**src/rtl/regfile_pkg.sv**
```systemverilog
// ============================================================================
// Module   : regfile_pkg
// Brief    : Shared constants and FSM state type for the regfile burst reader.
// Revision : 1.0 - initial release
// ============================================================================
`default_nettype none

package regfile_pkg;

    localparam int REGFILE_ADDR_W = 12;
    localparam int REGFILE_DEPTH  = 1 << REGFILE_ADDR_W;

    typedef enum logic [1:0] {
        RD_IDLE  = 2'd0,
        RD_RUN   = 2'd1,
        RD_DRAIN = 2'd2
    } rd_state_t;

    // Accumulator wide enough for a full-depth burst of maximum-valued words.
    function automatic int sum_width(input int data_w, input int addr_w);
        return data_w + addr_w + 1;
    endfunction

endpackage

`default_nettype wire

```
**src/rtl/rd_out_stage.sv**
```systemverilog
// ============================================================================
// Module   : rd_out_stage
// Brief    : Single-entry valid/ready holding register (load, hold, clear).
// Revision : 1.0 - initial release
// ============================================================================
`default_nettype none

module rd_out_stage #(
    parameter int DATA_WIDTH = 8,
    parameter int ADDR_WIDTH = 12
) (
    input  logic                  clk,
    input  logic                  rst,
    input  logic                  load,
    input  logic [DATA_WIDTH-1:0] in_data,
    input  logic [ADDR_WIDTH-1:0] in_addr,
    input  logic                  in_last,
    output logic                  out_valid,
    input  logic                  out_ready,
    output logic [DATA_WIDTH-1:0] out_data,
    output logic [ADDR_WIDTH-1:0] out_addr,
    output logic                  out_last,
    output logic                  slot_free
);

    logic                  valid_q, valid_d;
    logic [DATA_WIDTH-1:0] data_q, data_d;
    logic [ADDR_WIDTH-1:0] addr_q, addr_d;
    logic                  last_q, last_d;

    assign slot_free = !valid_q || out_ready;

    always_comb begin
        valid_d = valid_q;
        data_d  = data_q;
        addr_d  = addr_q;
        last_d  = last_q;
        if (load) begin
            valid_d = 1'b1;
            data_d  = in_data;
            addr_d  = in_addr;
            last_d  = in_last;
        end else if (valid_q && out_ready) begin
            // Payload is left in place; only the valid flag drops.
            valid_d = 1'b0;
        end
    end

    always_ff @(posedge clk or posedge rst) begin
        if (rst) begin
            valid_q <= 1'b0;
            data_q  <= '0;
            addr_q  <= '0;
            last_q  <= 1'b0;
        end else begin
            valid_q <= valid_d;
            data_q  <= data_d;
            addr_q  <= addr_d;
            last_q  <= last_d;
        end
    end

    assign out_valid = valid_q;
    assign out_data  = data_q;
    assign out_addr  = addr_q;
    assign out_last  = last_q;

endmodule

`default_nettype wire

```
**src/rtl/regfile_burst_reader.sv**
```systemverilog
// ============================================================================
// Module   : regfile_burst_reader
// Brief    : Burst reader for the regfile random-read port with valid/ready
//            output stream. Optional running sum enabled by BURST_READER_SUM_EN.
// Revision : 1.0 - initial release
// ============================================================================
`default_nettype none

module regfile_burst_reader
    import regfile_pkg::*;
#(
    parameter int DATA_WIDTH = 8,
    parameter int ADDR_WIDTH = REGFILE_ADDR_W
) (
    input  logic                  clk,
    input  logic                  rst,
    input  logic                  cmd_valid,
    output logic                  cmd_ready,
    input  logic [ADDR_WIDTH-1:0] cmd_base,
    input  logic [ADDR_WIDTH:0]   cmd_len,
    output logic                  mem_re,
    output logic [ADDR_WIDTH-1:0] mem_addr,
    input  logic [DATA_WIDTH-1:0] mem_data,
    output logic                  m_valid,
    input  logic                  m_ready,
    output logic [DATA_WIDTH-1:0] m_data,
    output logic [ADDR_WIDTH-1:0] m_addr,
    output logic                  m_last,
    output logic                  busy,
    output logic                  done
`ifdef BURST_READER_SUM_EN
    ,
    output logic [sum_width(DATA_WIDTH, ADDR_WIDTH)-1:0] sum
`endif
);

    rd_state_t             state_q, state_d;
    logic [ADDR_WIDTH-1:0] next_addr_q, next_addr_d;
    logic [ADDR_WIDTH:0]   remain_q, remain_d;
    logic                  done_q, done_d;
    logic                  slot_free;
    logic                  load;
    logic                  issue_last;
    logic                  cmd_accept;

    assign issue_last = (remain_q == (ADDR_WIDTH+1)'(1));

    always_comb begin
        state_d     = state_q;
        next_addr_d = next_addr_q;
        remain_d    = remain_q;
        done_d      = 1'b0;
        cmd_ready   = 1'b0;
        cmd_accept  = 1'b0;
        mem_re      = 1'b0;
        load        = 1'b0;
        case (state_q)
            RD_IDLE: begin
                cmd_ready = 1'b1;
                if (cmd_valid) begin
                    cmd_accept = 1'b1;
                    if (cmd_len == '0) begin
                        done_d = 1'b1;
                    end else begin
                        next_addr_d = cmd_base;
                        remain_d    = cmd_len;
                        state_d     = RD_RUN;
                    end
                end
            end
            RD_RUN: begin
                // Reads are issued only into a free slot so none is lost or repeated.
                if (slot_free) begin
                    mem_re      = 1'b1;
                    load        = 1'b1;
                    next_addr_d = next_addr_q + ADDR_WIDTH'(1);
                    remain_d    = remain_q - (ADDR_WIDTH+1)'(1);
                    if (issue_last) begin
                        state_d = RD_DRAIN;
                    end
                end
            end
            RD_DRAIN: begin
                if (m_valid && m_ready && m_last) begin
                    state_d = RD_IDLE;
                    done_d  = 1'b1;
                end
            end
            default: state_d = RD_IDLE;
        endcase
    end

    always_ff @(posedge clk or posedge rst) begin
        if (rst) begin
            state_q     <= RD_IDLE;
            next_addr_q <= '0;
            remain_q    <= '0;
            done_q      <= 1'b0;
        end else begin
            state_q     <= state_d;
            next_addr_q <= next_addr_d;
            remain_q    <= remain_d;
            done_q      <= done_d;
        end
    end

    assign mem_addr = next_addr_q;
    assign busy     = (state_q != RD_IDLE);
    assign done     = done_q;

    rd_out_stage #(
        .DATA_WIDTH (DATA_WIDTH),
        .ADDR_WIDTH (ADDR_WIDTH)
    ) u_out_stage (
        .clk       (clk),
        .rst       (rst),
        .load      (load),
        .in_data   (mem_data),
        .in_addr   (next_addr_q),
        .in_last   (issue_last),
        .out_valid (m_valid),
        .out_ready (m_ready),
        .out_data  (m_data),
        .out_addr  (m_addr),
        .out_last  (m_last),
        .slot_free (slot_free)
    );

`ifdef BURST_READER_SUM_EN
    localparam int SUM_W = sum_width(DATA_WIDTH, ADDR_WIDTH);

    logic [SUM_W-1:0] sum_q, sum_d;

    always_comb begin
        sum_d = sum_q;
        if (cmd_accept) begin
            sum_d = '0;
        end else if (m_valid && m_ready) begin
            sum_d = sum_q + SUM_W'(m_data);
        end
    end

    always_ff @(posedge clk or posedge rst) begin
        if (rst) begin
            sum_q <= '0;
        end else begin
            sum_q <= sum_d;
        end
    end

    assign sum = sum_q;
`endif

endmodule

`default_nettype wire

```
**config.mk**
```make
export PLATFORM = sky130hd
export DESIGN_NAME = regfile_burst_reader
export DESIGN_NICKNAME = d
export VERILOG_FILES = /design/src/rtl/regfile_pkg.sv /design/src/rtl/rd_out_stage.sv /design/src/rtl/regfile_burst_reader.sv
export SDC_FILE = /design/constraint.sdc
export NUM_CORES = 1
export LEC_CHECK = 0
export ABC_AREA = 1
export CORE_AREA = 2 2 80 82
export CTS_CLUSTER_DIAMETER = 80
export DETAILED_ROUTE_END_ITERATION = 8
export DIE_AREA = 0 0 82 84
export MAX_ROUTING_LAYER = met4
export PLACE_DENSITY = 0.83
export SYNTH_ARGS = -nofsm -noshare
export SYNTH_HDL_FRONTEND = slang
export SYNTH_SLANG_ARGS = --single-unit
```
**constraint.sdc**
```tcl
create_clock -name clk -period 1.96 [get_ports clk]
set_input_delay 0.294 -clock clk [delete_from_list [all_inputs] [get_ports clk]]
set_output_delay 0.294 -clock clk [all_outputs]
set_load 0.02 [all_outputs]
```
==> metrics.md, run 1 <==
| Metric | Value |
|---|---|
| Outcome | `complete, no violations` |
| Share of cells above drive strength 1 | `0.0727` |
| Count of inserted antenna diode cells | `0` |
| Sequential element share of the synthesized area | `0.435` |
| Post-CTS setup buffer count | `0` |
| Gate family responsible for the most delay along the worst path | `buffers and inverters` |
| GR Overflow Total | `0` |
| CP max stage delay | `0.53 ns` |
| Count of mapped cells out of synthesis | `419` |
| Critical path data required time | `1.67 ns` |
| CTS tree | `yes` |
| Count of nets after finishing | `534` |
| Worst skew pair latency | `0.30 ns` |
| HP Class | `input pin to async pin` |
| Register-to-register setup slack | `0.35 ns` |
| Row count | `29` |
| Final hold violation count | `0` |
| Final cycle utilization of the critical path | `0.940` |
| Global routing usage summed across all routing layers | `0.219` |
| Worst setup EP type | `output pin` |
| Endpoint of the worst-slack reg-to-reg timing path | `mem_addr[0]` |
| First-pass GRT wire length | `11.7 mm` |
| Remaining antenna violation count after routing | `0` |
| Stages on the worst setup path | `3` |
| DRC marker count from the first detailed-route iteration | `230` |
| Count of maximum capacitance violations | `0` |
| Worst Path Class, Setup | `flop to output pin` |
| Worst endpoint data arrival time | `1.55 ns` |
| Total detailed-routing wirelength | `7.03 mm` |
| Clock tree buffer depth | `2` |
| FF+latch count, synth | `50` |
| Buffers & Inverters on Critical Path | `2` |
| Final sum of negative setup slack | `0 ns` |
| Crit path max fanout | `9` |
| Number of detailed-routing iterations run before antenna repair | `4` |
| Via count | `2849` |
| Syn Std Cell Area | `2880 sq um` |
| Via-per-instance ratio | `4.98` |
| Die height | `84 um` |
| Pin count of the biggest net entering global routing | `51` |
| Synthesized net count | `459` |
| Overall power after layout | `6.34 mW` |
| IR drop worst, VDD | `0.724 mV` |
| Final Skew | `0.00623 ns` |
| Clock-pin slew of the registers on the worst-case setup and hold paths | `0.09 ns` |
| Dpl ws | `0.0181 ns` |
| Measured slew at the worst slew-check pin | `0.345 ns` |
| Setup repair after global routing missed its margin | `no` |
| Fin worst setup slack | `0.117 ns` |
| Area growth, synth to finish | `33.0%` |
| Count of buffers inserted at the top-level ports | `74` |
| Mapped Avg Cell Area | `6.87 sq um` |
| Post-detailed-route wirelength per cell | `12.3 um` |
| Critical path destination | `busy` |
| Root Driver | `sky130_fd_sc_hd__clkbuf_8` |
| Critical path cell sequence | `nor2_4 -> inv_1 -> clkdlybuf4s50_1` |
| Achievable frequency | `0.543 GHz` |
| Yosys Warn Count | `0` |
| Filler cell count | `559` |
| Overall die width | `82 um` |
| Placeable core region | `6100 sq um` |
| Starting density of the core | `0.472` |
| Area of the die | `6890 sq um` |
| CP Launch Point | `state_q[0]` |
| Placed Area | `3720 sq um` |
| Leakage component of the power | `1.85 nW` |
| Number of cells on the worst reg-to-reg path | `9` |
| Critical path startpoint category | `flop` |
| Final std cell area, no fill | `3830 sq um` |
| Launch point of the worst reg-to-reg path | `state_q[0]` |
| Initial antenna violation count | `0` |
| Count of different cell masters after synthesis | `26` |
| Number of pins exceeding their max-slew limit in the final report | `0` |
| Number of H-tree levels | `2` |
| Post-DP HPWL | `5.22 mm` |
| Count of final setup violators | `0` |
| Crit path max-delay cell type | `sky130_fd_sc_hd__clkdlybuf4s50_1` |
| Power density over cell area | `1660 nW/um^2` |
| Via count of the first global-routing pass | `2693` |
| Worst Hold Slack | `0.350 ns` |
| Normalized max-slew margin | `0.769` |
| Residual DRC count | `0` |
| Clock sink count | `50` |
| Number of CTS-inserted buffers | `5` |
| Time the worst path needs with I/O delays and setup | `1.84 ns` |
| Placer Congestion | `0.901` |
| Ports | `75` |
through the flow:
step,instances,util
after floorplan,419,-
after global placement,564,0.610
after detailed placement,564,0.610
after CTS,572,0.627
after global routing,572,0.628
final,572,0.628
cells in the mapped netlist, drive strengths merged:
library cell | count | area [sq um]
or2 | 2 | 15.0
ha | 3 | 37.5
buf | 13 | 90.1
o21bai | 1 | 7.51
dfrtp | 50 | 1250
o32ai | 1 | 8.76
a21oi | 1 | 5.00
inv | 33 | 126
nand4 | 3 | 18.8
nand3 | 32 | 160
o31ai | 1 | 7.51
nor2 | 65 | 272
nand2 | 181 | 692
o21ai | 33 | 188
state kept, by name, summed over array words and instances (netlist names):
| name | count |
|---|---|
| u_out_stage.out_addr | 12 |
| u_out_stage.out_valid | 1 |
| u_out_stage.out_last | 1 |
| mem_addr | 12 |
| state_q | 2 |
| u_out_stage.out_data | 8 |
| done | 1 |
| remain_q | 13 |
routing by layer:
| layer | track usage | routed length [um] | part of all wire | vias up |
|---|---|---|---|---|
| li1 | - | - | - | 1451 |
| met5 | - | 0 | 0 | - |
| met1 | 0.269 | 3080 | 0.44 | 1306 |
| met4 | 0.0636 | 85 | 0.012 | 0 |
| met3 | 0.0357 | 313 | 0.045 | 8 |
| met2 | 0.368 | 3560 | 0.51 | 84 |
timing repair:
item	CTS	global route
setup endpoints to repair	3	1
gates cloned	0	0
resized for setup	3	1
hold buffers	0	0
final cells by class:
class                           count  area, sq um  area share
Clock buffer                        6         72.6      0.0189
Clock inverter                      2         37.5     0.00980
Inverter                           33          126      0.0330
Multi-Input combinational cell    323         1420       0.370
Sequential cell                    50         1250       0.327
Tap cell                           77         96.3      0.0252
Timing Repair Buffer               81          828       0.216
cell usage in the layout (no fill, tap or decap), types with 2 or more instances in the layout:
cell type,synthesis,final
sky130_fd_sc_hd__nand4_1,3,3
sky130_fd_sc_hd__ha_1,3,3
sky130_fd_sc_hd__nor2_1,60,60
sky130_fd_sc_hd__dfrtp_1,50,49
sky130_fd_sc_hd__clkdlybuf4s50_1,0,72
sky130_fd_sc_hd__nor2_4,3,4
sky130_fd_sc_hd__clkbuf_8,0,5
sky130_fd_sc_hd__buf_4,3,4
sky130_fd_sc_hd__inv_1,29,28
sky130_fd_sc_hd__buf_12,0,3
sky130_fd_sc_hd__inv_2,3,4
sky130_fd_sc_hd__o21ai_2,6,6
sky130_fd_sc_hd__nand2_2,2,2
sky130_fd_sc_hd__o21ai_0,8,8
sky130_fd_sc_hd__nand3_1,32,32
sky130_fd_sc_hd__nand2_1,178,178
sky130_fd_sc_hd__o21ai_1,19,19
sky130_fd_sc_hd__dlygate4sd2_1,0,2
how the worst min path moves through the flow:
stage | endpoint | slack, ns | cells after the start
after floorplan | u_out_stage.out_valid | 0.40 | 1
after global placement | u_out_stage.out_data[4] | 0.45 | 2
after detailed placement | u_out_stage.out_data[6] | 0.46 | 2
after CTS | done | 0.35 | 3
after global routing | u_out_stage.out_data[5] | 0.36 | 3
final | u_out_stage.out_valid | 0.35 | 3
logic make-up after synthesis:
logic type,after synthesis,share of synthesized area
simple gates,283,0.402
flops,50,0.435
buf+inv,46,0.0752
compound gates,37,0.0752
fa+ha+maj,3,0.0130
power breakdown:
part / switching (mW) / internal [mW] / total, mW
combinational: 2.15 / 1.50 / 3.65
sequential: 0.460 / 1.51 / 1.97
clock: 0.343 / 0.381 / 0.724
total: 2.96 / 3.39 / 6.34
worst register-to-register path, cell delays in order (launching register included):
cell                      delay [ns]
sky130_fd_sc_hd__dfrtp_2        0.50
sky130_fd_sc_hd__inv_2          0.15
sky130_fd_sc_hd__nor2_4         0.04
sky130_fd_sc_hd__nand2_1        0.07
sky130_fd_sc_hd__nand2_1        0.08
sky130_fd_sc_hd__nor2_2         0.13
sky130_fd_sc_hd__nand2_4        0.12
sky130_fd_sc_hd__inv_4          0.26
sky130_fd_sc_hd__nand2_1        0.13
sky130_fd_sc_hd__o21ai_2        0.07
Power figures use the tool's default switching activity.
==> run 2, diff against run 1 <==
--- a/config.mk
+++ b/config.mk
@@ -6,12 +6,13 @@
 export NUM_CORES = 1
 export LEC_CHECK = 0
 export ABC_AREA = 1
-export CORE_AREA = 2 2 80 82
+export CORE_AREA = 2 2 79 81
+export CTS_BUF_LIST = sky130_fd_sc_hd__clkbuf_4 sky130_fd_sc_hd__clkbuf_8
 export CTS_CLUSTER_DIAMETER = 80
 export DETAILED_ROUTE_END_ITERATION = 8
-export DIE_AREA = 0 0 82 84
+export DIE_AREA = 0 0 81 83
 export MAX_ROUTING_LAYER = met4
-export PLACE_DENSITY = 0.83
+export PLACE_DENSITY = 0.78
 export SYNTH_ARGS = -nofsm -noshare
 export SYNTH_HDL_FRONTEND = slang
 export SYNTH_SLANG_ARGS = --single-unit
==> metrics.md, run 2 (synthesized netlist as in run 1, its figures left out) <==
| Metric | Value |
|---|---|
| Clock-pin slew of the registers on the worst-case setup and hold paths | `0.09 ns (about the same)` |
| Most common library cell in the layout ignoring fill and taps | `sky130_fd_sc_hd__nand2_1` |
| Via-per-instance ratio | `5.04 (+1.3%)` |
| First-pass GRT wire length | `12.3 mm (+5.2%)` |
| DRC marker count from the first detailed-route iteration | `226 (-1.7%)` |
| Number of cells in the design after placement | `562 (-0.35%)` |
| Pin count of the biggest net entering global routing | `33 (-35%)` |
| Normalized max-slew margin | `0.710 (-0.0598)` |
| Ports | `75 (unchanged)` |
| Count of inserted antenna diode cells | `0 (unchanged)` |
| Overall power after layout | `6.35 mW (+0.12%)` |
| Placer Congestion | `0.900 (-0.11%)` |
| HP Class | `input pin to async pin` |
| Fin worst setup slack | `0.232 ns (+0.115 ns)` |
| Worst Hold Slack | `0.307 ns (-0.0436 ns)` |
| Residual DRC count | `0 (unchanged)` |
| Measured slew at the worst slew-check pin | `0.435 ns (+0.0903 ns)` |
| Placed Area | `3710 sq um (about the same)` |
| Total detailed-routing wirelength | `7.07 mm (+0.45%)` |
| Via count | `2870 (+0.74%)` |
| Clock network fraction of total power | `0.117 (+0.003)` |
| Area of the die | `6720 sq um (-2.4%)` |
| Sw Ratio | `0.463 (-0.00330)` |
| Post-detailed-route wirelength per cell | `12.4 um (+0.98%)` |
| Clock sink count | `50 (unchanged)` |
| Achievable frequency | `0.579 GHz (+6.7%)` |
| Root Driver | `sky130_fd_sc_hd__clkbuf_8` |
| Count of maximum capacitance violations | `0 (unchanged)` |
| Top reg by flops | `remain_q` |
| Sequential power share | `0.309 (about the same)` |
| Crit path max-delay cell type | `sky130_fd_sc_hd__clkdlybuf4s50_1` |
| Worst Path Class, Setup | `flop to output pin` |
| CP Launch Point | `mem_addr[2]` |
| Number of H-tree levels | `2 (unchanged)` |
| Row count | `28 (-3.4%)` |
| Combinational power share | `0.574 (-0.002)` |
| Final Skew | `0.00757 ns (+0.00134 ns)` |
| Launch point of the worst reg-to-reg path | `state_q[0]` |
| Post-CTS setup buffer count | `0 (unchanged)` |
| Dpl ws | `0.0631 ns (+0.0450 ns)` |
| Worst endpoint data arrival time | `1.43 ns (-0.12 ns)` |
| Placeable core region | `5820 sq um (-4.6%)` |
| IR drop worst, VDD | `0.768 mV (+6.0%)` |
| Share of cells above drive strength 1 | `0.0729 (+0.000147)` |
| Flip-flop count of the largest register after layout | `13 (unchanged)` |
| Count of final setup violators | `0 (unchanged)` |
| Power density over cell area | `1660 nW/um^2 (about the same)` |
| Via count of the first global-routing pass | `2766 (+2.7%)` |
| Starting density of the core | `0.495 (+0.0228)` |
| Setup repair after global routing missed its margin | `no` |
| Area growth, synth to finish | `33.1% (about the same)` |
| Global routing usage summed across all routing layers | `0.234 (+0.0145)` |
| Final hold violation count | `0 (unchanged)` |
| Pint | `3.41 mW (+0.74%)` |
| Number of detailed-routing iterations run before antenna repair | `5 (+1)` |
| CTS tree | `yes` |
| Overall die width | `81 um (-1.2%)` |
| Outcome | `complete, no violations` |
| Count of nets after finishing | `534 (unchanged)` |
| Clock tree buffer depth | `2 (unchanged)` |
| Leakage component of the power | `1.87 nW (+1.1%)` |
| Time the worst path needs with I/O delays and setup | `1.73 ns (-0.115 ns)` |
| CP max stage delay | `0.65 ns (+0.12 ns)` |
| Net switching power | `2.94 mW (-0.59%)` |
| Number of CTS-inserted buffers | `5 (unchanged)` |
| Final cycle utilization of the critical path | `0.882 (-0.0588)` |
| Critical path cell sequence | `clkdlybuf4s50_1` |
| Gate family responsible for the most delay along the worst path | `buffers and inverters` |
| Remaining antenna violation count after routing | `0 (unchanged)` |
| Critical path startpoint category | `flop` |
| Number of pins exceeding their max-slew limit in the final report | `0 (unchanged)` |
| Commonest non-fill, non-tap cells in the layout | `sky130_fd_sc_hd__nand2_1, sky130_fd_sc_hd__clkdlybuf4s50_1, sky130_fd_sc_hd__nor2_1` |
| Critical path data required time | `1.67 ns (about the same)` |
| Post-Layout Cell Count | `569 (-0.52%)` |
| Final sum of negative setup slack | `0 ns (unchanged)` |
| Initial antenna violation count | `0 (unchanged)` |
| Final std cell area, no fill | `3830 sq um (about the same)` |
| Post-DP HPWL | `5.31 mm (+1.7%)` |
| Worst skew pair latency | `0.30 ns (about the same)` |
| Worst setup EP type | `output pin` |
| Count of buffers inserted at the top-level ports | `74 (unchanged)` |
| Die height | `83 um (-1.2%)` |
| Utilization of the core after routing | `0.659 (+0.0305)` |
| Buffers & Inverters on Critical Path | `1 (-1)` |
| Crit path max fanout | `8 (-1)` |
| GR Overflow Total | `0 (unchanged)` |
run 2: cell count changes in the layout (fill, tap and decap cells not counted), sizes merged:
cell and delta:
clkdlybuf4s50 -1, dlymetal6s2s +2, clkinvlp -1, dlygate4sd2 -1
run 2: path summary, 6_finish.rpt:
path | depth (start not counted) | slack [ns] | end
max | 1 | 0.23 | mem_addr[2]
min | 2 | 0.31 | u_out_stage.out_data[1]
max reg2reg | 9 | 0.37 | remain_q[2]
min reg2reg | 2 | 0.48 | u_out_stage.out_data[4]
max in group asynchronous | 3 | 1.14 | u_out_stage.out_addr[1]
min in group clk | 2 | 0.48 | u_out_stage.out_data[4]
run 2: cell type report:
cell class                 instances  area [sq um]
fill                             535          1980
multi-input combinational        323          1410
sequential                        50          1250
timing repair buffer              81           835
inverter                          33           126
tap                               75          93.8
clock buffer                       6          82.6
clock inverter                     1          30.0
run 2: power by group through the flow:
stage | Clock (mW) | Combinational (mW) | Sequential [mW]
3_5_place_dp | 0 | 3.66 | 1.98
2_1_floorplan | 0 | 2.10 | 2.24
3_3_place_gp | 0 | 3.57 | 1.95
6_report | 0.742 | 3.64 | 1.97
5_1_grt | 0.805 | 4.10 | 2.03
4_1_cts | 0.763 | 3.67 | 1.96
run 2: metal layers:
layer / global-route usage / routed length (um) / share of wire / up-vias
met5: - / 0 / 0 / -
met4: 0.0801 / 156 / 0.022 / 0
met1: 0.297 / 3140 / 0.44 / 1311
li1: - / - / - / 1454
met2: 0.375 / 3420 / 0.48 / 89
met3: 0.0413 / 347 / 0.049 / 16
run 2: timing repair:
| item | 4_1_cts | 5_1_grt |
|---|---|---|
| setup endpoints to repair | 3 | 2 |
| resized for setup | 2 | 2 |
| hold buffers | 0 | 0 |
